### src/rtl/sort_pkg.sv
// Shared types and constants for the sort/stream datapath.
// Holds the stream-transmitter state encoding used across the block.
package sort_pkg;

  localparam int SORT_DWIDTH = 32;
  localparam int SORT_AWIDTH = 4;
  localparam int SKID_DEPTH  = 2;

  typedef enum logic [1:0] {
    IDLE,
    STREAM,
    DONE
  } tx_state_e;

endpackage

### src/rtl/st_skid_buffer.sv
// Two-entry output buffer with a registered head entry.
// The head is zeroed whenever it holds nothing, so tag bits idle low.
module st_skid_buffer #(
  parameter int W = 34
) (
  input  logic         clk,
  input  logic         srst,
  input  logic         push,
  input  logic [W-1:0] push_data,
  input  logic         ready,
  output logic [W-1:0] data,
  output logic         valid,
  output logic [1:0]   count
);

  logic [W-1:0] skid;
  logic         skid_v;
  logic         pop;

  assign pop   = valid & ready;
  assign count = {1'b0, valid} + {1'b0, skid_v};

  always_ff @(posedge clk) begin
    if (srst) begin
      data   <= '0;
      valid  <= 1'b0;
      skid   <= '0;
      skid_v <= 1'b0;
    end else if (!valid || pop) begin
      if (skid_v) begin
        data   <= skid;
        valid  <= 1'b1;
        skid_v <= push;
        skid   <= push ? push_data : '0;
      end else begin
        valid <= push;
        data  <= push ? push_data : '0;
      end
    end else if (push) begin
      skid   <= push_data;
      skid_v <= 1'b1;
    end
  end

endmodule

### src/rtl/sorted_stream_tx.sv
// Streams a packet of len words from a synchronous RAM
// onto an Avalon-ST source with back-pressure.
module sorted_stream_tx #(
  parameter int DWIDTH = 32,
  parameter int AWIDTH = 4
) (
  input  logic              clk_i,
  input  logic              srst_i,
  input  logic              start_i,
  input  logic [AWIDTH:0]   len_i,
  output logic              busy_o,
  output logic              done_o,
  output logic [AWIDTH-1:0] ram_addr_o,
  output logic              ram_rden_o,
  input  logic [DWIDTH-1:0] ram_q_i,
  output logic [DWIDTH-1:0] data_o,
  output logic              valid_o,
  output logic              startofpacket_o,
  output logic              endofpacket_o,
  input  logic              ready_i
);

  import sort_pkg::*;

  localparam logic [AWIDTH:0] MAX_LEN = {1'b1, {AWIDTH{1'b0}}};
  localparam logic [AWIDTH:0] ONE     = (AWIDTH+1)'(1);

  tx_state_e         state;
  logic [AWIDTH:0]   len_q;
  logic [AWIDTH:0]   rd_cnt;
  logic [AWIDTH:0]   push_cnt;
  logic [AWIDTH-1:0] addr;
  logic              qv;
  logic              pop;
  logic              rden;
  logic [1:0]        occ;
  logic [2:0]        fill;
  logic [DWIDTH+1:0] push_data;
  logic [DWIDTH+1:0] buf_data;
  logic              buf_valid;

  assign pop = buf_valid & ready_i;

  // Entries held after this edge; a read issued now lands one cycle later.
  assign fill = {1'b0, occ} + {2'b0, qv} - {2'b0, pop};

  assign rden = (state == STREAM) & ~srst_i &
                (rd_cnt < len_q) & (fill < 3'd2);

  assign push_data = {push_cnt == '0,
                      push_cnt == len_q - ONE,
                      ram_q_i};

  assign ram_rden_o      = rden;
  assign ram_addr_o      = addr;
  assign busy_o          = state != IDLE;
  assign done_o          = state == DONE;
  assign valid_o         = buf_valid;
  assign data_o          = buf_data[DWIDTH-1:0];
  assign endofpacket_o   = buf_data[DWIDTH];
  assign startofpacket_o = buf_data[DWIDTH+1];

  always_ff @(posedge clk_i) begin
    if (srst_i) begin
      state    <= IDLE;
      len_q    <= '0;
      rd_cnt   <= '0;
      push_cnt <= '0;
      addr     <= '0;
      qv       <= 1'b0;
    end else begin
      qv <= rden;
      if (qv)
        push_cnt <= push_cnt + ONE;
      if (rden) begin
        rd_cnt <= rd_cnt + ONE;
        if (rd_cnt + ONE < len_q)
          addr <= addr + AWIDTH'(1);
      end
      unique case (state)
        IDLE: begin
          if (start_i && len_i != '0) begin
            state    <= STREAM;
            len_q    <= (len_i > MAX_LEN) ? MAX_LEN : len_i;
            rd_cnt   <= '0;
            push_cnt <= '0;
            addr     <= '0;
          end
        end
        STREAM: begin
          if (pop && endofpacket_o)
            state <= DONE;
        end
        DONE: state <= IDLE;
        default: state <= IDLE;
      endcase
    end
  end

  st_skid_buffer #(
    .W(DWIDTH + 2)
  ) u_skid (
    .clk       (clk_i),
    .srst      (srst_i),
    .push      (qv),
    .push_data (push_data),
    .ready     (ready_i),
    .data      (buf_data),
    .valid     (buf_valid),
    .count     (occ)
  );

endmodule

### config.mk
export PLATFORM = sky130hd
export DESIGN_NAME = sorted_stream_tx
export DESIGN_NICKNAME = d
export VERILOG_FILES = /design/src/rtl/sort_pkg.sv /design/src/rtl/st_skid_buffer.sv /design/src/rtl/sorted_stream_tx.sv
export SDC_FILE = /design/constraint.sdc
export NUM_CORES = 1
export LEC_CHECK = 0
export CAP_MARGIN = 20
export CORE_MARGIN = 5
export CORE_UTILIZATION = 36
export DETAILED_ROUTE_END_ITERATION = 7
export SLEW_MARGIN = 20
export SYNTH_ARGS = -nofsm -noshare
export SYNTH_HDL_FRONTEND = slang
export SYNTH_HIERARCHICAL = 1
export SYNTH_SLANG_ARGS = --single-unit
### constraint.sdc
create_clock -name clk_i -period 7.2 [get_ports clk_i]
set_clock_uncertainty 0.05 [all_clocks]
set_input_delay 1.8 -clock clk_i [delete_from_list [all_inputs] [get_ports clk_i]]
set_output_delay 1.8 -clock clk_i [all_outputs]
set_load 0.01 [all_outputs]
## Word-level counts from Yosys, hierarchy flattened

Index checks and enable logic that the tools add are counted.

| word-level totals | value |
|---|---|
| flip-flop bits (word level) | 92 |
| latch bits | 0 |
| RAM bits | 0 |
| ROM bits | 0 |
| input port bits | 41 |
| logic and storage cells | 67 |
| memories kept | 0 |

| cells by class | value |
|---|---|
| add/subtract/negate cells | 7 |
| $mul | 0 |
| divide/modulo/power cells | 0 |
| $lt $le $gt $ge | 4 |
| equal/unequal tests | 6 |
| shift-type cells | 0 |
| mux-type cells | 23 |
| bitwise gates (word level) | 5 |
| reduce and logical (&&, ||, !) cells | 12 |

Operators with widths:

| operator | number |
|---|---|
| $mux 34 | 5 |
| $mux 5 | 7 |
| $mux 4 | 4 |
| $add 5x1->5 const B | 2 |
| $lt 5x5->1 | 2 |
| $reduce_and 2->1 | 3 |
| $eq 5x5->1 | 1 |
| $gt 5x5->1 const B | 1 |
| $logic_not 5->1 | 1 |
| $reduce_bool 5->1 | 1 |
| $sub 5x1->5 const B | 1 |
| $add 4x1->4 const B | 1 |
| $and 1x1->1 | 4 |
| $mux 1 | 4 |
| $mux 2 | 2 |
| $ne 2x1->1 const B | 2 |
| $pmux 2 s2 | 1 |
| $reduce_bool 2->1 | 2 |
| $add 2x1->3 | 1 |
| $lt 3x2->1 const B | 1 |
| $sub 3x1->3 | 1 |
| $add 1x1->2 | 1 |
| $eq 2x1->1 const B | 1 |
| $eq 2x2->1 const B | 1 |
| other kinds (6) | 7 |

## Depth between registers and ports, before layout

Gate-level depths: netlist of the first run.

| depth | value |
|---|---|
| depth in word-level cells | 8 |
| gate-level depth with buffers | 10 |

## Cells and area by module

The synthesis of the first run kept the hierarchy.

By module, submodules not included:

| module | instances | cells each | area an instance (um^2) | seq. area each (um^2) |
|---|---|---|---|---|
| st_skid_buffer | 1 | 246 | 2546.2 | 1401.3 |
| sorted_stream_tx | 1 | 154 | 1342.5 | 440.4 |

## Worst setup path after synthesis of the first run

No wires, ideal clock.

| path | value |
|---|---|
| path type | input to output |
| from | input port ready_i |
| to | output port ram_rden_o |
| data arrival time | 3669 ps |
| slack | 1681 ps |
| stages | 7 |
| path buffers | 0 |
| path through | and2_1 ha_1 nand2b_1 fa_1 xor2_1 a2111o_1 a31oi_1 |

| on the way | value |
|---|---|
| longest elaborated chain between the ends | 4 |

RTL lines:

| element | RTL line | source |
|---|---|---|
| start, declared | sorted_stream_tx.sv:20 | `input logic ready_i` |
| $and 1x1->1 | sorted_stream_tx.sv:42 | `assign pop = buf_valid & ready_i;` |
| $sub 3x1->3 | sorted_stream_tx.sv:45 | `assign fill = {1'b0, occ} + {2'b0, qv} - {2'b0, pop};` |
| $lt 3x2->1 | sorted_stream_tx.sv:48 | `(rd_cnt < len_q) & (fill < 3'd2);` |
| $and 1x1->1 | sorted_stream_tx.sv:48 |  |
| end, declared | sorted_stream_tx.sv:14 | `output logic ram_rden_o,` |

No other way between the ends.

## Worst setup path after layout of the first run

Ends and elaborated chain as after synthesis.

==> run_results.csv, run 1 <==
group,metric,value,unit
synth,syn_nets,457,
cells_and_area,insertedDiodeCount,0,
global_routing,grt_busiest_layer,"met2",
synth,async_flop_share,0,%
global_routing,met1_usage,20.9,%
power,leakagePower,1.81,nW
power,irDropWorstVdd,0.000115,V
synth,synth_area_leaders,"dfxtp_1 (47%), a221oi_1 (7.7%), a22o_1 (7.7%), nor2_1 (4.9%), ha_1 (4.8%)",
global_routing,antenna_found_initial,0,
run_status,status,"finished, final reports clean",
synth,netlist_area,0.00389,sq mm
placed_design,port_buffers,82,
synth,seq_area_frac_synth,47.4,%
route,drt-total-wl,9.66,mm
synth,yosys_warnings,6,
cells_and_area,final_common_cell,"dfxtp_1",
die,fp.dieH,114,um
timing,fin_crit,6670,ps
route,route.vias.total,3322,
global_routing,grt_pass1_vias,3236,
timing,finalCritPeriodShare,92.7,%
die,ios,83,
die,start_util,36.4,%
clock_tree,cts_resized,0,
clock_tree,cts_sinks,92,
timing,fmaxAchievable,0.150,GHz
die,fp.dieW,114,um
setup_path,cpPeakStageDelay,620,ps
route,vias_per_cell,5.42,
synth,synth_top_cell_area_share,47.4,%
synth,ys_types,47,
setup_path,worst_path_dominant_cell_family,"buffers and inverters",
global_routing,grt_pass1_wl,16.1,mm
timing,slew_viol_final,0,
job,maxCapViolCount,0,
min_path,min-delay-path-class,"reg -> reg",
cells_and_area,fill_cells,1032,
placed_design,dp_hpwl,6.43,mm
setup_path,end_kind,"primary output",
placed_design,place.gp.congestion,0.836,
global_routing,grt_use_met3,3.13,%
global_routing,grt_max_degree,40,
cells_and_area,syn_to_final_growth,28.0,%
setup_path,cpMostUsedCell,"clkdlybuf4s50_1",
clock_tree,cts_max_level,3,
die,row_count,38,
cells_and_area,layout_common_cells,"dfxtp_1 (92), clkdlybuf4s50_1 (82), nor2_1 (51)",
clock_tree,cts-buffers-inserted,9,
synth,syn_area_per_cell,9.72,sq um
clock_tree,cts_tree,"built",
clock_tree,cts_root_buf,"clkbuf_8",
clock_tree,clk_latency,360,ps
timing,tns,0,ps
cells_and_area,drive_gt1_share,6.34,%
setup_path,crit_path_cell_trace,"clkdlybuf4s50_1 > and2_1 > ha_1 > nand2b_1 > fa_1 > xor2_1 > a2111o_1 > a31oi_1 > clkdlybuf4s50_1",
synth,synth_seq_cells,92,
timing,tightest_slew,775,ps
timing,max_slew_margin,48.1,%
synth,synthCells,400,
setup_path,cp_max_fo,6,
global_routing,gr-total-overflow,0,
timing,setup-violations-final,0,
timing,hold_viol,0,
setup_path,worstSetupPathType,"in -> out",
route,post_drt_wl_per_cell,15.8,um
route,drtAntennaViolNets,0,
setup_path,crit_arrival,4820,ps
global_routing,grt_use_total,15.1,%
cells_and_area,fin_nets,525,
timing,rsz0062_at_grt,"no",
power,p_total,980,uW
route,drcViolationCount,0,
setup_path,critPathRequiredTime,5350,ps
setup_path,slowest_stage,"clkdlybuf4s50_1",
die,die-area,0.0130,sq mm
synth,synth_edf_count,0,
clock_tree,clk_path_buf_depth,2,
setup_path,path_buf_inv,2,
die,core,0.0107,sq mm
route,drt_iter0_drc,208,
synth,synth_top_area_cell,"dfxtp_1",
route,firstDrtPassIters,4,
clock_tree,clk_pin_slew,100,ps
power,power_density,197,mW/mm^2
clock_tree,cts_setup_buffers,0,
setup_path,start_kind,"primary input",
clock_tree,hold_buffers,0,
global_routing,grt_use_met2,23.3,%
synth,ys.flop_type,"dfxtp_1",
-- through the flow --
stage | hold slack, ps | cell area, sq um | instances | utilization (%) | setup WS, ps
6_report | 410 | 4980 | 613 | 46.5 | 525
5_1_grt | 438 | 4980 | 613 | 46.5 | 325
4_1_cts | 414 | 4980 | 613 | 46.5 | 500
3_5_place_dp | 403 | 4770 | 597 | 44.6 | 520
3_3_place_gp | 391 | 4770 | 597 | 44.6 | 552
2_1_floorplan | 372 | 3890 | 400 | - | 1680
-- flip-flops by register name (all words and copies together) (netlist names), 2 cells and up --
signal       flops
len_q            5
rd_cnt           5
ram_addr_o       4
u_skid/data     34
state            2
push_cnt         5
u_skid/skid     34
-- worst paths after layout --
path | startpoint | endpoint | slack [ps] | depth (start not counted)
min | state[1] | state[0] | 410 | 1
max | ready_i | ram_rden_o | 530 | 9
max reg2reg | u_skid/valid | ram_addr_o[3] | 3840 | 10
min reg2reg | state[1] | state[0] | 410 | 1
-- area by class of cell --
type                    count  area, sq um  share of cell area, %
well taps                 140          175                   3.52
repair buffers             87          858                   17.2
inverters                  11         41.3                  0.829
multi-input cells         267         1850                   37.2
flip-flops and latches     92         1840                   37.0
clock inverters             7         86.3                   1.73
clock buffers               9          124                   2.49
-- cells in the mapped netlist (3+ instances only) --
cell,instances
dfxtp_1,92
nand2_1,9
clkbuf_1,13
nor3_1,26
xnor2_1,11
buf_2,13
nand2b_1,3
a21oi_1,12
a311oi_1,3
nand3_1,3
nor2_1,51
ha_1,15
a221oi_1,34
xor2_1,7
inv_1,10
nor2b_1,4
nand3b_1,4
buf_6,4
o21ai_0,18
or4_1,3
a22o_1,34
-- power by group --
group	switching, mW	total (mW)	leakage (nW)	internal (mW)
sequential	0.00600	0.521	0.742	0.515
combinational	0.0439	0.0893	0.959	0.0454
clock	0.201	0.370	0.105	0.169
total	0.250	0.980	1.81	0.730
-- cells by family (layout without fill, tap and decap cells) --
family          count (synthesis)  after routing  synth area share [%]
simple gates                  117            117                  14.7
buf+inv                        41            114                  5.15
fa+ha+maj                      16             16                  5.34
mux                             2              2                 0.515
compound gates                114            114                  22.8
xor+xnor                       18             18                  4.05
flops                          92             92                  47.4
-- worst register-to-register path, cell delays in order, from the launching register on --
cell and delay [ps]:
dfxtp_1 470, ha_1 270, inv_1 60, ha_1 210
nand2b_1 150, fa_1 390, xor2_1 170, a2111o_1 430
a311o_1 450, or4_1 490, a21oi_1 140
-- routing by layer --
metal / part of all wire [%] / vias to the layer above
met1: 47 / 1613
met3: 6.5 / 4
li1: - / 1616
met5: 0 / -
met4: 0.80 / 0
met2: 45 / 89
(Power assumes the default switching activity.)
==> run 2, diff against run 1 <==
clock period = 7.3 ns   (was 7.2 ns; I/O delays follow)
==> run 2 against run 1 <==
Against the previous run:
- power shrank 0.82%
- wire length grew 0.97%
- sequential share of layout area is essentially flat
- non-clock buffer count is the same
- largest cell class unchanged
==> run_results.csv, run 2 (synthesized netlist as in run 1, its figures left out) <==
group,metric,value,unit
setup_path,startpoint,"ready_i",
clock_tree,clk_path_buf_depth,2,
global_routing,grt_use_total,15.0,%
power,leakagePower,1.81,nW
clock_tree,cts_sinks,92,
die,row_count,38,
global_routing,antenna_found_initial,0,
cells_and_area,final_common_cell,"dfxtp_1",
cells_and_area,fin_util,46.6,%
placed_design,post-place-ws,571,ps
run_status,status,"finished, final reports clean",
placed_design,place.gp.congestion,0.834,
power,irDropWorstVdd,0.0000843,V
clock_tree,cts_setup_buffers,0,
clock_tree,cts_resized,0,
setup_path,r2r-start,"u_skid/valid",
route,drtAntennaViolNets,0,
setup_path,r2r_cells,10,
setup_path,worstSetupPathType,"in -> out",
setup_path,start_kind,"primary input",
die,fp.dieH,114,um
clock_tree,cts-buffers-inserted,9,
timing,tightest_slew,793,ps
cells_and_area,reg.largest.list,"u_skid/data: 34 flops, u_skid/skid: 34 flops",
placed_design,dp_hpwl,6.43,mm
timing,finalCritPeriodShare,92.3,%
timing,slew_viol_final,0,
min_path,hp-start,"len_q[1]",
route,firstDrtPassIters,5,
clock_tree,clk_latency,360,ps
route,drt-total-wl,9.75,mm
route,drcViolationCount,0,
clock_tree,cts_tree,"built",
setup_path,end_kind,"primary output",
power,power_density,195,mW/mm^2
clock_tree,cts_max_level,3,
clock_tree,hold_buffers,0,
die,ios,83,
global_routing,grt_pass1_vias,3159,
timing,rsz0062_at_grt,"no",
min_path,hold-path-cell-count,2,
cells_and_area,fin_area,0.00498,sq mm
min_path,min-delay-path-class,"reg -> reg",
timing,hold_viol,0,
die,die-area,0.0130,sq mm
route,route.vias.total,3293,
global_routing,gr-total-overflow,0,
timing,setup-violations-final,0,
setup_path,cp_max_fo,6,
cells_and_area,syn_to_final_growth,28.2,%
timing,fmaxAchievable,0.148,GHz
clock_tree,cts_root_buf,"clkbuf_8",
cells_and_area,fin_nets,525,
timing,layout_setup_ws,560,ps
job,maxCapViolCount,0,
clock_tree,clk_pin_slew,90,ps
setup_path,crit_arrival,4870,ps
timing,fin_crit,6740,ps
timing,tns,0,ps
global_routing,grt_max_degree,40,
die,fp.dieW,114,um
global_routing,grt_pass1_wl,15.9,mm
die,core,0.0107,sq mm
cells_and_area,insertedDiodeCount,0,
placed_design,place_area,0.00477,sq mm
route,drt_iter0_drc,172,
placed_design,placed_cells,597,
cells_and_area,drive_gt1_share,6.34,%
route,post_drt_wl_per_cell,15.9,um
die,start_util,36.4,%
cells_and_area,fin_cells,613,
route,vias_per_cell,5.37,
cells_and_area,layout_common_cells,"dfxtp_1 (92), clkdlybuf4s50_1 (82), nor2_1 (51)",
timing,max_slew_margin,46.9,%
placed_design,port_buffers,82,
setup_path,critPathRequiredTime,5430,ps
-- run 2: final timing paths --
path                        end  slack [ps]
setup reg to reg  ram_addr_o[3]        3960
hold reg to reg        len_q[1]         420
hold / removal         len_q[1]         420
setup / recovery     ram_rden_o         560
-- run 2: worst max-delay path: stages --
cell and delay (ps):
clkdlybuf4s50_1 530, and2_1 170, ha_1 220, nand2b_1 150
fa_1 390, xor2_1 170, a2111o_1 440, a31oi_1 360
clkdlybuf4s50_1 620
-- run 2: final cells by class --
cell class | instances | area [sq um]
inverter | 11 | 41.3
fill | 1061 | 5710
clock buffer | 9 | 124
clock inverter | 7 | 91.3
multi-input combinational | 267 | 1850
timing repair buffer | 87 | 858
tap | 140 | 175
sequential | 92 | 1840
-- run 2: power breakdown --
group	internal (mW)	leakage (nW)	switching (mW)
Sequential	0.508	0.742	0.00592
Clock	0.167	0.106	0.202
Combinational	0.0448	0.959	0.0438
Total	0.720	1.81	0.252
-- run 2: routing by layer --
layer / GRT usage, % / up-vias / wire, um
met3: 3.77 / 7 / 520
met2: 23.3 / 82 / 4420
met5: 0 / - / 0
li1: - / 1623 / -
met4: 4.51 / 0 / 93
met1: 20.7 / 1581 / 4720
-- run 2: per-stage QoR --
step                      hold slack, ps  power, mW
after global routing                 453       1.02
after CTS                            426      0.982
after detailed placement             414      0.615
final                                425      0.972
after floorplan                      372      0.568
after global placement               391      0.613
